File: src/rtl/lin_buff_ctrl.sv
`default_nettype none
// ----------------------------------------------------------------------------
// lin_buff_ctrl : frame sequencer around lin_buff; drops priming kernels,
//                 tags row-wrapped kernels as border and flags the last one.
// Revision      : 1.0
// ----------------------------------------------------------------------------
module lin_buff_ctrl #(
  parameter int PIXEL_WIDTH  = 8,
  parameter int BLOCK_WIDTH  = 3,
  parameter int BLOCK_HEIGHT = 3,
  parameter int IMG_WIDTH    = 8,
  parameter int IMG_HEIGHT   = 6,
  parameter int KERNEL_WIDTH = BLOCK_WIDTH * BLOCK_HEIGHT * PIXEL_WIDTH
) (
  input  logic                    clk,
  input  logic                    rst,
  input  logic                    start,
  output logic                    busy,
  output logic                    frame_done,
  input  logic                    s_valid,
  output logic                    s_ready,
  input  logic [PIXEL_WIDTH-1:0]  s_pixel,
  output logic                    lb_p_valid,
  input  logic                    lb_p_ready,
  output logic [PIXEL_WIDTH-1:0]  lb_pixel,
  input  logic                    lb_k_valid,
  output logic                    lb_k_ready,
  input  logic [KERNEL_WIDTH-1:0] lb_kernel,
  output logic                    m_valid,
  input  logic                    m_ready,
  output logic [KERNEL_WIDTH-1:0] m_kernel,
  output logic                    m_border,
  output logic                    m_last
);

  localparam int COL_W = (IMG_WIDTH  > 1) ? $clog2(IMG_WIDTH)  : 1;
  localparam int ROW_W = (IMG_HEIGHT > 1) ? $clog2(IMG_HEIGHT) : 1;

  localparam logic [COL_W-1:0] COL_LAST    = COL_W'(IMG_WIDTH - 1);
  localparam logic [ROW_W-1:0] ROW_LAST    = ROW_W'(IMG_HEIGHT - 1);
  localparam logic [ROW_W-1:0] FWD_ROW     = ROW_W'(BLOCK_HEIGHT - 1);
  localparam logic [COL_W-1:0] BORDER_COLS = COL_W'(BLOCK_WIDTH - 1);
  localparam logic [COL_W-1:0] COL_ONE     = COL_W'(1);
  localparam logic [ROW_W-1:0] ROW_ONE     = ROW_W'(1);

  typedef enum logic [1:0] {
    S_IDLE  = 2'd0,
    S_RUN   = 2'd1,
    S_DRAIN = 2'd2,
    S_DONE  = 2'd3
  } state_t;

  state_t           state_q, state_d;
  logic [COL_W-1:0] in_col_q, in_col_d;
  logic [ROW_W-1:0] in_row_q, in_row_d;
  logic [COL_W-1:0] out_col_q, out_col_d;
  logic [ROW_W-1:0] out_row_q, out_row_d;
  logic             frame_done_q, frame_done_d;

  logic run;
  logic active;
  logic drop;
  logic in_hs;
  logic out_hs;
  logic in_at_last;
  logic out_at_last;

  assign run         = (state_q == S_RUN);
  assign active      = run || (state_q == S_DRAIN);
  assign drop        = (out_row_q < FWD_ROW);
  assign in_at_last  = (in_row_q == ROW_LAST) && (in_col_q == COL_LAST);
  assign out_at_last = (out_row_q == ROW_LAST) && (out_col_q == COL_LAST);

  // Input side is a pure gate: no storage between source and lin_buff.
  assign lb_pixel   = s_pixel;
  assign lb_p_valid = s_valid & run;
  assign s_ready    = lb_p_ready & run;
  assign in_hs      = s_valid & s_ready;

  // Priming kernels are swallowed; forwarded ones obey downstream ready.
  assign lb_k_ready = active & (drop | m_ready);
  assign m_valid    = active & ~drop & lb_k_valid;
  assign out_hs     = lb_k_valid & lb_k_ready;
  assign m_kernel   = lb_kernel;
  assign m_border   = m_valid & (out_col_q < BORDER_COLS);
  assign m_last     = m_valid & out_at_last;

  assign busy       = active;
  assign frame_done = frame_done_q;

  always_comb begin
    state_d = state_q;
    case (state_q)
      S_IDLE: begin
        if (start) state_d = S_RUN;
      end
      S_RUN: begin
        if (in_hs && in_at_last) begin
          state_d = (out_hs && out_at_last) ? S_DONE : S_DRAIN;
        end
      end
      S_DRAIN: begin
        if (out_hs && out_at_last) state_d = S_DONE;
      end
      S_DONE: begin
        state_d = S_IDLE;
      end
      default: begin
        state_d = S_IDLE;
      end
    endcase
  end

  always_comb begin
    in_col_d  = in_col_q;
    in_row_d  = in_row_q;
    out_col_d = out_col_q;
    out_row_d = out_row_q;
    if (state_q == S_IDLE) begin
      in_col_d  = '0;
      in_row_d  = '0;
      out_col_d = '0;
      out_row_d = '0;
    end else begin
      if (in_hs) begin
        if (in_col_q == COL_LAST) begin
          in_col_d = '0;
          in_row_d = (in_row_q == ROW_LAST) ? '0 : in_row_q + ROW_ONE;
        end else begin
          in_col_d = in_col_q + COL_ONE;
        end
      end
      if (out_hs) begin
        if (out_col_q == COL_LAST) begin
          out_col_d = '0;
          out_row_d = (out_row_q == ROW_LAST) ? '0 : out_row_q + ROW_ONE;
        end else begin
          out_col_d = out_col_q + COL_ONE;
        end
      end
    end
  end

  // frame_done mirrors the DONE state one-for-one, from a flop.
  assign frame_done_d = (state_d == S_DONE);

  always_ff @(posedge clk or negedge rst) begin
    if (!rst) begin
      state_q      <= S_IDLE;
      in_col_q     <= '0;
      in_row_q     <= '0;
      out_col_q    <= '0;
      out_row_q    <= '0;
      frame_done_q <= 1'b0;
    end else begin
      state_q      <= state_d;
      in_col_q     <= in_col_d;
      in_row_q     <= in_row_d;
      out_col_q    <= out_col_d;
      out_row_q    <= out_row_d;
      frame_done_q <= frame_done_d;
    end
  end

endmodule
`default_nettype wire

File: config.mk
export PLATFORM = sky130hd
export DESIGN_NAME = lin_buff_ctrl
export DESIGN_NICKNAME = d
export VERILOG_FILES = /design/src/rtl/lin_buff_ctrl.sv
export SDC_FILE = /design/constraint.sdc
export NUM_CORES = 1
export LEC_CHECK = 0
export ABC_CLOCK_PERIOD_IN_PS = 2300
export CAP_MARGIN = 20
export CORE_MARGIN = 2
export CORE_UTILIZATION = 27
export CTS_CLUSTER_DIAMETER = 50
export DETAILED_ROUTE_END_ITERATION = 10
export PLACE_DENSITY_LB_ADDON = 0.12
export SLEW_MARGIN = 20
export SYNTH_ARGS = -nofsm -noshare
export SYNTH_HDL_FRONTEND = slang
export SYNTH_SLANG_ARGS = --single-unit
export TNS_END_PERCENT = 100
File: constraint.sdc
create_clock -name clk -period 2.3 [get_ports clk]
set_input_delay 0.46 -clock clk [delete_from_list [all_inputs] [get_ports clk]]
set_output_delay 0.46 -clock clk [all_outputs]
set_load 0.02 [all_outputs]
==> impl_metrics.tcl <==
set metrics [dict create \
    layout_worst_path_cycle_share_pct 95.4 \
    cp-start-kind "input pin" \
    synth-seq-cells 15 \
    multi_input_comb_area_sq_um 485 \
    hold_class "in -> async" \
    path_max_fanout 3 \
    synthesis.yosys.warnings 0 \
    number_of_max_cap_violations 0 \
    p_sw_uw 354 \
    post_drt_wl_per_cell_microns 14.3 \
    number_of_standard_cells_after_synthesis 170 \
    route.detailed.drc 0 \
    ys_types 33 \
    rsz0062_at_grt "no" \
    grt_max_degree 18 \
    synth_top_cell_by_area "buf_4" \
    ys.flop_type "dfrtp_1" \
    synth_enable_flop_cells 0 \
    power_leakage_nw 0.559 \
    synth_top_cells_by_area "buf_4 (40%), dfrtp_1 (25%), ha_1 (5.9%)" \
    gr-usage-all-layers_pct 8.95 \
    cts.sinks 15 \
    cts.reportedPaths.clkPinSlew_ns 0.07 \
    routabilityCongestion 0.734 \
    worst_slew_pin_slew_ns 0.511 \
    setup_slack_ns 0.107 \
    first_pass_iters 4 \
    number_of_global_route_vias_before_repair 895 \
    path_common_cell "clkdlybuf4s50_1" \
    cellInternalPower_uw 601 \
    reg2regPathDepth 7 \
    vias_per_cell 4.33 \
    layout.nets 209 \
    timing.critical_path.slowest_stage_cell "clkdlybuf4s50_1" \
    fillers 626 \
    dp_worst_setup_slack_ns -0.0663 \
    die_width_microns 78.2 \
    syn-cell-area_sq_mm 0.00149 \
    cts_root_buffer "clkbuf_8" \
    clock_tree_from_tritoncts "built" \
    row_count 27 \
    maxSlewViolCount 0 \
    slew_headroom_pct 65.6 \
    syn_area_per_cell_sq_um 8.75 \
    synth.yosys.seq_area_share_pct 25.2 \
    final.min_clock_period_ns 2.19 \
    globalRouteOverflowTotal 0 \
    swShare_pct 37.1 \
    p_per_area_mw_per_mm2 790 \
    worstPathRequired_ns 1.84 \
    synth-async-reset-ratio_pct 100 \
    initial_cell_density_of_the_core_pct 27.5 \
    finalCoreUtilization_pct 22.4 \
    outcome "completed" \
    cts_max_path_bufs 2 \
    max_stage_delay_ns 0.60 \
    port_buffers 14 \
    max_clock_freq_mhz 456 \
    io-pin-count 175 \
    clkLatencyLatePin_ns 0.25 \
    fin_worst_skew_ns 0.00189 \
    layout_cell_share_with_drive_strength_beyond_1_pct 15.8 \
    setup.worst_path.class "in -> out" \
    area_growth_pct -18.8 \
    synth_top_area_share_pct 40.4 \
    drt_wl_total_microns 2670 \
    p_seq_share_pct 32.6 \
    place.detailed.hpwl_microns 2040 \
    htreeDepth 1 \
    finalHoldViolCount 0 \
    worstSetupEndpointType "output port" \
    vias 805 \
    vdd_drop_max_mv 0.249 \
    register_area_sq_um 375 \
    cp_cell_sequence "clkdlybuf4s50_1 > and2_1 > clkdlybuf4s50_1" \
    post-synth-top-count-cell "buf_4" \
    antenna-diode-count 0 \
    ant_nets 0 \
    pwr-share-clk_pct 23.1 \
    core_area_sq_mm 0.00541 \
    first_pass_grt_wire_length_microns 4330 \
    postSynthNetCount 264 \
    final_setup_violation_count 0 \
    die_area_sq_mm 0.00612 \
    detailedRoute.firstIterationViolations 32 \
    crit_path_arrival_time_ns 1.73 \
    antenna_found_initial 0 \
    commonest_cells_post_synth "buf_4 (80), dfrtp_1 (15), nor2_1 (12), nand2_1 (8), ha_1 (7)" \
    pwr-share-comb_pct 44.3 \
    fp.dieH_microns 78.2 \
    cts-buffers-inserted 3 \
]
## placed cells by master, fill, tap and decap left out, types with 2 or more instances in the layout
cell and n:
a21oi_1 5, and2_1 3, buf_4 8, clkbuf_8 3
clkdlybuf4s50_1 10, dfrtp_1 15, ha_1 7, inv_1 3
mux2i_1 6, nand2_1 8, nand2b_1 2, nand3_1 2
nor2_1 12, nor3_1 2, o211ai_1 2, o21a_1 2
o21ai_0 2, xor2_1 2
## registers in the layout, summed over array words and instances, names as in the netlist
name and flops:
state_q 2, frame_done 1, out_row_q 3, in_row_q 3, out_col_q 3, in_col_q 3
## path summary, 6_finish.rpt
kind                             startpoint      endpoint  slack (ns)
worst max-delay path                s_valid    lb_p_valid        0.11
worst min-delay path                    rst   in_row_q[2]        0.53
worst max register to register   state_q[0]    frame_done        0.39
worst min register to register  in_row_q[2]   in_row_q[2]        0.55
max in group asynchronous               rst  out_row_q[0]        1.58
min in group clk                in_row_q[2]   in_row_q[2]        0.55
## timing repair
action | 4_1_cts | 5_1_grt
resized for setup | 3 | 4
hold buffers | 0 | 0
endpoints found under the setup margin | 3 | 3
setup buffers | 0 | 0
cloned | 0 | 0
## power by group through the flow
stage               Combinational [mW]  Clock, mW  Sequential (mW)
global placement                 0.428          0            0.315
floorplan                        0.469          0            0.315
CTS                              0.430      0.232            0.312
finish                           0.423      0.221            0.311
global route                     0.468      0.248            0.315
detailed placement               0.438          0            0.316
## metal layers
layer / track usage (%) / vias to the layer above / part of all wire (%)
met1: 10.5 / 350 / 40
met3: 5.06 / 34 / 12
met2: 11.5 / 54 / 42
li1: - / 367 / -
met5: 0 / - / 0
met4: 7.72 / 0 / 5.7
## critical path, delay by kind of cell
kind	cells	cell delay (ns)
buf+inv	2	1.11
simple gates	1	0.16
## through the flow
step	std cells	area, sq um	TNS (ns)	hold WS, ns	power (mW)
after floorplan	170	1490	0	0.164	0.784
after global placement	182	1160	-0.0522	0.517	0.744
after detailed placement	182	1160	-0.0663	0.536	0.753
after CTS	186	1200	0	0.536	0.974
after global routing	186	1210	0	0.550	1.03
final	186	1210	0	0.528	0.954
## cell families (layout without fill, tap and decap cells)
logic type               count (synthesis)  in the layout  share of synthesized area (%)
flip-flops                              15             15                           25.2
XOR/XNOR                                 2              2                           1.18
AO/OA/AOI/OAI                           16             16                           7.15
multiplexers                             6              6                           4.04
buffers and inverters                   85             29                           42.1
adder cells (fa/ha/maj)                  7              7                           5.89
AND/OR/NAND/NOR                         39             39                           14.4
## cell type report
| class | count | share of cell area [%] |
|---|---|---|
| clock buffers | 3 | 3.42 |
| clock inverters | 1 | 0.414 |
| inverters | 3 | 0.932 |
| multi-input cells | 70 | 40.2 |
| flip-flops and latches | 15 | 31.1 |
| well taps | 72 | 7.45 |
| repair buffers | 22 | 16.6 |
No activity file was read; power rests on OpenSTA's default activity.
